[config.mk]
export PLATFORM = sky130hd
export DESIGN_NAME = cache_line_fill
export DESIGN_NICKNAME = d
export VERILOG_FILES = /design/src/rtl/cache_line_fill.sv
export SDC_FILE = /design/constraint.sdc
export NUM_CORES = 1
export LEC_CHECK = 0
export BUFFER_PORTS_ARGS = -buffer_cell sky130_fd_sc_hd__buf_2
export CORE_UTILIZATION = 45
export DETAILED_ROUTE_END_ITERATION = 12
export PLACE_DENSITY = 0.66
export SETUP_SLACK_MARGIN = 0.3
export SLEW_MARGIN = 25
export SYNTH_ARGS = -nofsm -noshare
export SYNTH_HDL_FRONTEND = slang
export SYNTH_SLANG_ARGS = --single-unit
[constraint.sdc]
create_clock -name clk_i -period 3.2 [get_ports clk_i]
set_input_delay 0.16 -clock clk_i [delete_from_list [all_inputs] [get_ports clk_i]]
set_output_delay 0.16 -clock clk_i [all_outputs]
set_load 0.01 [all_outputs]
[src/rtl/cache_line_fill.sv]
// cache_line_fill
// Refill engine for a direct-mapped cache. On a miss it requests one line
// from the SPI flash reader. It packs the returned bytes little-endian into
// 32-bit words and writes each word into the line's slot of the data RAM.
// The RAM port is shared, so each word waits for an arbiter grant.

module cache_line_fill #(
    parameter int LINE_WORDS = 8,
    parameter int RAM_AW     = 10,
    parameter int FLASH_AW   = 24
) (
    input  logic                clk_i,
    input  logic                rst_ni,

    input  logic                fill_req_i,
    input  logic [FLASH_AW-1:0] fill_addr_i,
    output logic                fill_ready_o,
    output logic                fill_done_o,
    input  logic                abort_i,

    output logic                spi_req_o,
    output logic [FLASH_AW-1:0] spi_addr_o,
    output logic [15:0]         spi_len_o,
    input  logic                spi_gnt_i,
    input  logic [7:0]          spi_data_i,
    input  logic                spi_valid_i,
    output logic                spi_ready_o,
    output logic                spi_abort_o,

    output logic                ram_en_o,
    output logic [RAM_AW-1:0]   ram_addr_o,
    output logic [31:0]         ram_wdata_o,
    output logic [3:0]          ram_we_o,
    input  logic                ram_gnt_i
);

    localparam int OFF_W = $clog2(LINE_WORDS * 4);
    localparam int WC_W  = $clog2(LINE_WORDS);
    localparam int IDX_W = RAM_AW - WC_W;

    localparam logic [WC_W-1:0]     LAST_WORD = WC_W'(LINE_WORDS - 1);
    localparam logic [15:0]         LINE_LEN  = 16'(LINE_WORDS * 4);
    localparam logic [FLASH_AW-1:0] LINE_MASK = {{(FLASH_AW-OFF_W){1'b1}}, {OFF_W{1'b0}}};

    typedef enum logic [2:0] {
        ST_IDLE   = 3'd0,
        ST_REQ    = 3'd1,
        ST_STREAM = 3'd2,
        ST_WRITE  = 3'd3,
        ST_DONE   = 3'd4
    } state_t;

    // Control state
    state_t              state_q,     state_d;
    logic [FLASH_AW-1:0] line_addr_q, line_addr_d;
    logic [IDX_W-1:0]    line_idx_q,  line_idx_d;
    logic [WC_W-1:0]     word_cnt_q,  word_cnt_d;
    logic [1:0]          byte_cnt_q,  byte_cnt_d;
    logic [31:0]         word_buf_q,  word_buf_d;

    // Registered outputs
    logic                fill_ready_q, fill_ready_d;
    logic                fill_done_q,  fill_done_d;
    logic                spi_req_q,    spi_req_d;
    logic [FLASH_AW-1:0] spi_addr_q,   spi_addr_d;
    logic                spi_ready_q,  spi_ready_d;
    logic                spi_abort_q,  spi_abort_d;
    logic                ram_en_q,     ram_en_d;
    logic [RAM_AW-1:0]   ram_addr_q,   ram_addr_d;
    logic [31:0]         ram_wdata_q,  ram_wdata_d;
    logic [3:0]          ram_we_q,     ram_we_d;

    logic                beat_s;

    assign beat_s = spi_valid_i & spi_ready_q;

    // Next-state, datapath and next-output computation
    always_comb begin
        state_d     = state_q;
        line_addr_d = line_addr_q;
        line_idx_d  = line_idx_q;
        word_cnt_d  = word_cnt_q;
        byte_cnt_d  = byte_cnt_q;
        word_buf_d  = word_buf_q;
        spi_abort_d = 1'b0;

        case (state_q)
            ST_IDLE: begin
                if (fill_req_i) begin
                    line_addr_d = fill_addr_i & LINE_MASK;
                    line_idx_d  = fill_addr_i[OFF_W +: IDX_W];
                    state_d     = ST_REQ;
                end else begin
                    state_d = ST_IDLE;
                end
            end
            ST_REQ: begin
                // The reader has not started a transfer yet, so there is
                // nothing to tell it to drop.
                if (abort_i) begin
                    state_d = ST_IDLE;
                end else if (spi_gnt_i) begin
                    state_d = ST_STREAM;
                end else begin
                    state_d = ST_REQ;
                end
            end
            ST_STREAM: begin
                if (abort_i) begin
                    spi_abort_d = 1'b1;
                    state_d     = ST_IDLE;
                end else if (beat_s) begin
                    word_buf_d[{byte_cnt_q, 3'b000} +: 8] = spi_data_i;
                    byte_cnt_d = byte_cnt_q + 2'd1;
                    if (byte_cnt_q == 2'd3) begin
                        state_d = ST_WRITE;
                    end else begin
                        state_d = ST_STREAM;
                    end
                end else begin
                    state_d = ST_STREAM;
                end
            end
            ST_WRITE: begin
                if (abort_i) begin
                    spi_abort_d = 1'b1;
                    state_d     = ST_IDLE;
                end else if (ram_gnt_i) begin
                    if (word_cnt_q == LAST_WORD) begin
                        state_d = ST_DONE;
                    end else begin
                        word_cnt_d = word_cnt_q + WC_W'(1);
                        state_d    = ST_STREAM;
                    end
                end else begin
                    state_d = ST_WRITE;
                end
            end
            ST_DONE: begin
                state_d = ST_IDLE;
            end
            default: begin
                state_d = ST_IDLE;
            end
        endcase

        // Counters restart from zero for every new line; a partial word
        // left behind by an abort is simply discarded here.
        if (state_d == ST_IDLE) begin
            word_cnt_d = {WC_W{1'b0}};
            byte_cnt_d = 2'd0;
            word_buf_d = 32'd0;
        end else begin
            word_cnt_d = word_cnt_d;
        end

        // Outputs are a function of the state being entered so that they
        // come straight out of flops.
        fill_ready_d = 1'b0;
        fill_done_d  = 1'b0;
        spi_req_d    = 1'b0;
        spi_addr_d   = {FLASH_AW{1'b0}};
        spi_ready_d  = 1'b0;
        ram_en_d     = 1'b0;
        ram_addr_d   = {RAM_AW{1'b0}};
        ram_wdata_d  = 32'd0;
        ram_we_d     = 4'h0;
        case (state_d)
            ST_IDLE: begin
                fill_ready_d = 1'b1;
            end
            ST_REQ: begin
                spi_req_d  = 1'b1;
                spi_addr_d = line_addr_d;
            end
            ST_STREAM: begin
                spi_ready_d = 1'b1;
            end
            ST_WRITE: begin
                ram_en_d    = 1'b1;
                ram_we_d    = 4'hF;
                ram_addr_d  = {line_idx_d, word_cnt_d};
                ram_wdata_d = word_buf_d;
            end
            ST_DONE: begin
                fill_done_d = 1'b1;
            end
            default: begin
                fill_ready_d = 1'b0;
            end
        endcase
    end

    // State, datapath and output registers
    always_ff @(posedge clk_i or negedge rst_ni) begin
        if (!rst_ni) begin
            state_q      <= ST_IDLE;
            line_addr_q  <= {FLASH_AW{1'b0}};
            line_idx_q   <= {IDX_W{1'b0}};
            word_cnt_q   <= {WC_W{1'b0}};
            byte_cnt_q   <= 2'd0;
            word_buf_q   <= 32'd0;
            fill_ready_q <= 1'b1;
            fill_done_q  <= 1'b0;
            spi_req_q    <= 1'b0;
            spi_addr_q   <= {FLASH_AW{1'b0}};
            spi_ready_q  <= 1'b0;
            spi_abort_q  <= 1'b0;
            ram_en_q     <= 1'b0;
            ram_addr_q   <= {RAM_AW{1'b0}};
            ram_wdata_q  <= 32'd0;
            ram_we_q     <= 4'h0;
        end else begin
            state_q      <= state_d;
            line_addr_q  <= line_addr_d;
            line_idx_q   <= line_idx_d;
            word_cnt_q   <= word_cnt_d;
            byte_cnt_q   <= byte_cnt_d;
            word_buf_q   <= word_buf_d;
            fill_ready_q <= fill_ready_d;
            fill_done_q  <= fill_done_d;
            spi_req_q    <= spi_req_d;
            spi_addr_q   <= spi_addr_d;
            spi_ready_q  <= spi_ready_d;
            spi_abort_q  <= spi_abort_d;
            ram_en_q     <= ram_en_d;
            ram_addr_q   <= ram_addr_d;
            ram_wdata_q  <= ram_wdata_d;
            ram_we_q     <= ram_we_d;
        end
    end

    assign fill_ready_o = fill_ready_q;
    assign fill_done_o  = fill_done_q;
    assign spi_req_o    = spi_req_q;
    assign spi_addr_o   = spi_addr_q;
    assign spi_len_o    = LINE_LEN;
    assign spi_ready_o  = spi_ready_q;
    assign spi_abort_o  = spi_abort_q;
    assign ram_addr_o   = ram_addr_q;
    assign ram_wdata_o  = ram_wdata_q;

    // An abort that coincides with a grant must not commit the word, so the
    // enables are masked combinationally by abort_i in that cycle.
    assign ram_en_o = ram_en_q & ~abort_i;
    assign ram_we_o = ram_we_q & {4{~abort_i}};

endmodule
==> run_results.csv <==
group,metric,value,unit
clock_network,cts_made_buffers,17,
final_layout,layout-drive-gt1-share,28.7,%
power_and_ir_drop,p_int,3.34,mW
setup_path,critical_path_buf_inv_count,1,
clock_network,clk_pin_slew,0.06,ns
yosys,synth_ff_type,"dfrtp_1",
sta,fmax,385,MHz
sta,min_period,2.60,ns
final_layout,syn_to_final_growth,21.7,%
setup_path,arrival,2.85,ns
placed_design,place_inst,763,
sta,relSlewSlack,40.6,%
yosys,netlist_instances,520,
setup_path,critPathMaxFanout,22,
placed_design,port_buffers,109,
sta,fin_skew,0.00698,ns
clock_network,htreeDepth,4,
drt,drc_errors,0,
setup_path,end_kind,"register",
drt,drt_pass1_iterations,6,
grt,grtUsageTotal,20.7,%
outcome,status,"complete, no violations",
power_and_ir_drop,fin_total_pwr,4.45,mW
clock_network,clock_latency,0.42,ns
grt,grt_pass1_wl,22400,um
drt,drt_wl_total,13800,um
power_and_ir_drop,p_leak,3.66,nW
placed_design,gp_congestion,0.761,
sta,rsz0062_at_grt,"false",
clock_network,cts.path.max_buffers,2,
floorplan,die_x,118,um
power_and_ir_drop,pwr-share-clk,43.7,%
power_and_ir_drop,pwr-share-comb,11.3,%
clock_network,cts_tree,"yes",
setup_path,cp_slowest_stage_delay,0.79,ns
setup_path,cp_top_family,"compound AO/OA/AOI/OAI gates",
setup_path,crit_chain,"ha_1, and3b_1, a22oi_2, buf_4, a32oi_1",
yosys,syn_area,0.00610,mm2
grt,grt_max_degree,94,
power_and_ir_drop,p_sw,1.11,mW
final_layout,diodes,0,
drt,antenna_left,0,
drt,drt_iter0_drc,325,
sta,setup_viol,0,
floorplan,fp-row-count,42,
sta,tns,0,ns
yosys,synth.ff_latch_count,143,
final_layout,fill_cells,1168,
floorplan,start_util,46.1,%
sta,worst_pin_slew,0.891,ns
yosys,synth-edff-count,0,
floorplan,die_h,118,um
worst_hold_path,hold_path.class,"in -> reg",
drt,via_per_inst,5.50,
final_layout,layout_common_cells,"dfrtp_1, buf_2, nand2_1",
power_and_ir_drop,switching_share,25.0,%
clock_network,clock-sinks,143,
setup_path,required,3.45,ns
setup_path,worstSetupPathType,"reg -> reg",
drt,vias,4481,
power_and_ir_drop,powerDensity,599,mW/mm2
setup_path,cp-startpoint,"byte_cnt_q[0]$_DFFE_PN0P_",
placed_design,dpl.hpwl,8540,um
sta,fin_crit_sh,81.2,%
yosys,yosysUniqueCellTypes,46,
grt,first_global_vias,4437,
yosys,synth_warnings,0,
final_layout,fin_nets,670,
power_and_ir_drop,p_seq_share,45.0,%
worst_hold_path,min_from,"fill_addr_i[8]",
yosys,async_flop_share,100,%
flow_run,maxCapViolations,0,
grt,antenna_found_initial,0,
yosys,syn_area_per_cell,11.7,um2
drt,route.detailed.wl_per_inst,17.0,um
yosys,seq_area_frac_synth,58.6,%
floorplan,die_area,0.0140,mm2
final_layout,final_common_cell,"dfrtp_1",
floorplan,io_pins,131,
setup_path,slowest_stage,"a22oi_2",
sta,drv_slew,0,
sta,hold_viol_final,0,
floorplan,core_area,0.0132,mm2
clock_network,clockRootBuffer,"clkbuf_16",
setup_path,reg2reg_from,"byte_cnt_q[0]$_DFFE_PN0P_",
power_and_ir_drop,ir_worst_vdd,0.286,mV
setup_path,critPathLaunchType,"register",
final_layout,fin_cells,814,
grt,grt.overflow.total,0,
-- final cells by class --
cell class | instances | area (um2) | share of cell area, %
Timing Repair Buffer | 141 | 853 | 11.5
Sequential cell | 143 | 3580 | 48.2
Inverter | 10 | 37.5 | 0.505
Multi-Input combinational cell | 312 | 2150 | 28.9
Clock buffer | 20 | 457 | 6.15
Clock inverter | 12 | 133 | 1.79
Tap cell | 176 | 220 | 2.96
-- cells by family after synthesis --
logic type | count (synthesis) | share of synthesized area (%)
other cells | 2 | 0.123
flops | 143 | 58.6
mux | 12 | 2.40
compound gates | 119 | 13.5
buf+inv | 79 | 7.40
fa+ha+maj | 6 | 1.23
simple gates | 159 | 16.7
-- metrics by stage --
step | worst slack (ns) | utilization (%) | area, um2 | hold slack [ns]
5_1_grt | 0.421 | 56.1 | 7430 | 0.0221
4_1_cts | 0.626 | 56.0 | 7410 | 0.00305
2_1_floorplan | 1.07 | - | 6160 | -0.136
3_3_place_gp | 0.704 | 50.2 | 6650 | 0.292
3_5_place_dp | 0.636 | 50.2 | 6650 | 0.303
6_report | 0.600 | 56.1 | 7430 | 0.0175
-- power groups by stage --
stage	logic [mW]	registers (mW)	clock network, mW
after floorplan	0.305	2.04	0
after global placement	0.467	2.03	0
after detailed placement	0.485	2.03	0
after CTS	0.505	2.00	1.99
after global routing	0.554	2.01	2.06
final	0.503	2.00	1.94
-- state kept, by name, summed over array words and instances (netlist names), 2 cells and up --
register     count
ram_addr_o      10
spi_addr_o      24
line_addr_q     24
ram_wdata_o     32
byte_cnt_q       2
word_buf_q      32
state_q          3
word_cnt_q       3
line_idx_q       7
-- tightest hold or removal path, delay by kind of cell --
kind / cells / cell delay [ns]
and+or+nand+nor: 2 / 0.16
buffers and inverters: 1 / 0.08
-- layer usage --
layer	part of all wire (%)	global-route usage, %	vias to the layer above
li1	-	-	2085
met1	43	26.4	2213
met2	49	33.2	153
met3	5.6	4.73	30
met4	2.6	10.6	0
met5	0	0	-
-- cell usage after synthesis (all sizes together), types with 2 or more instances --
cell type	instances	area, um2
buf	50	343
clkbuf	19	71.3
a21oi	39	195
ha	6	75.1
conb	2	7.51
o21ai	13	65.1
mux2	12	146
or3	2	12.5
a31oi	2	12.5
nand3	11	55.1
dfrtp	142	3550
nor2b	3	18.8
and2	25	169
nor4bb	16	160
a32oi	36	315
nor2	4	15.0
and4b	8	80.1
nand4bb	2	22.5
nand4	32	200
nand2	45	169
a22oi	2	33.8
o31ai	24	180
inv	9	33.8
nor3b	3	32.5
and4bb	2	25.0
-- what timing repair did --
item / in CTS / in global routing
endpoints found under the hold margin: 112 / 0
hold buffers: 18 / 0
gates resized for setup: 0 / 0
buffers inserted: 0 / 0
-- worst paths after layout --
kind	slack [ns]	endpoint	cells past startpoint
worst max register to register	0.60	word_buf_q[21]$_DFF_PN0_	5
max in group asynchronous	2.03	line_addr_q[0]$_DFF_PN0_	3
min in group asynchronous	0.39	ram_wdata_o[12]$_DFF_PN0_	2
worst min-delay path	0.02	line_idx_q[3]$_DFF_PN0_	3
worst min register to register	0.47	line_idx_q[4]$_DFF_PN0_	2
worst max-delay path	0.60	word_buf_q[21]$_DFF_PN0_	5
No activity file was read; power rests on OpenSTA's default activity.
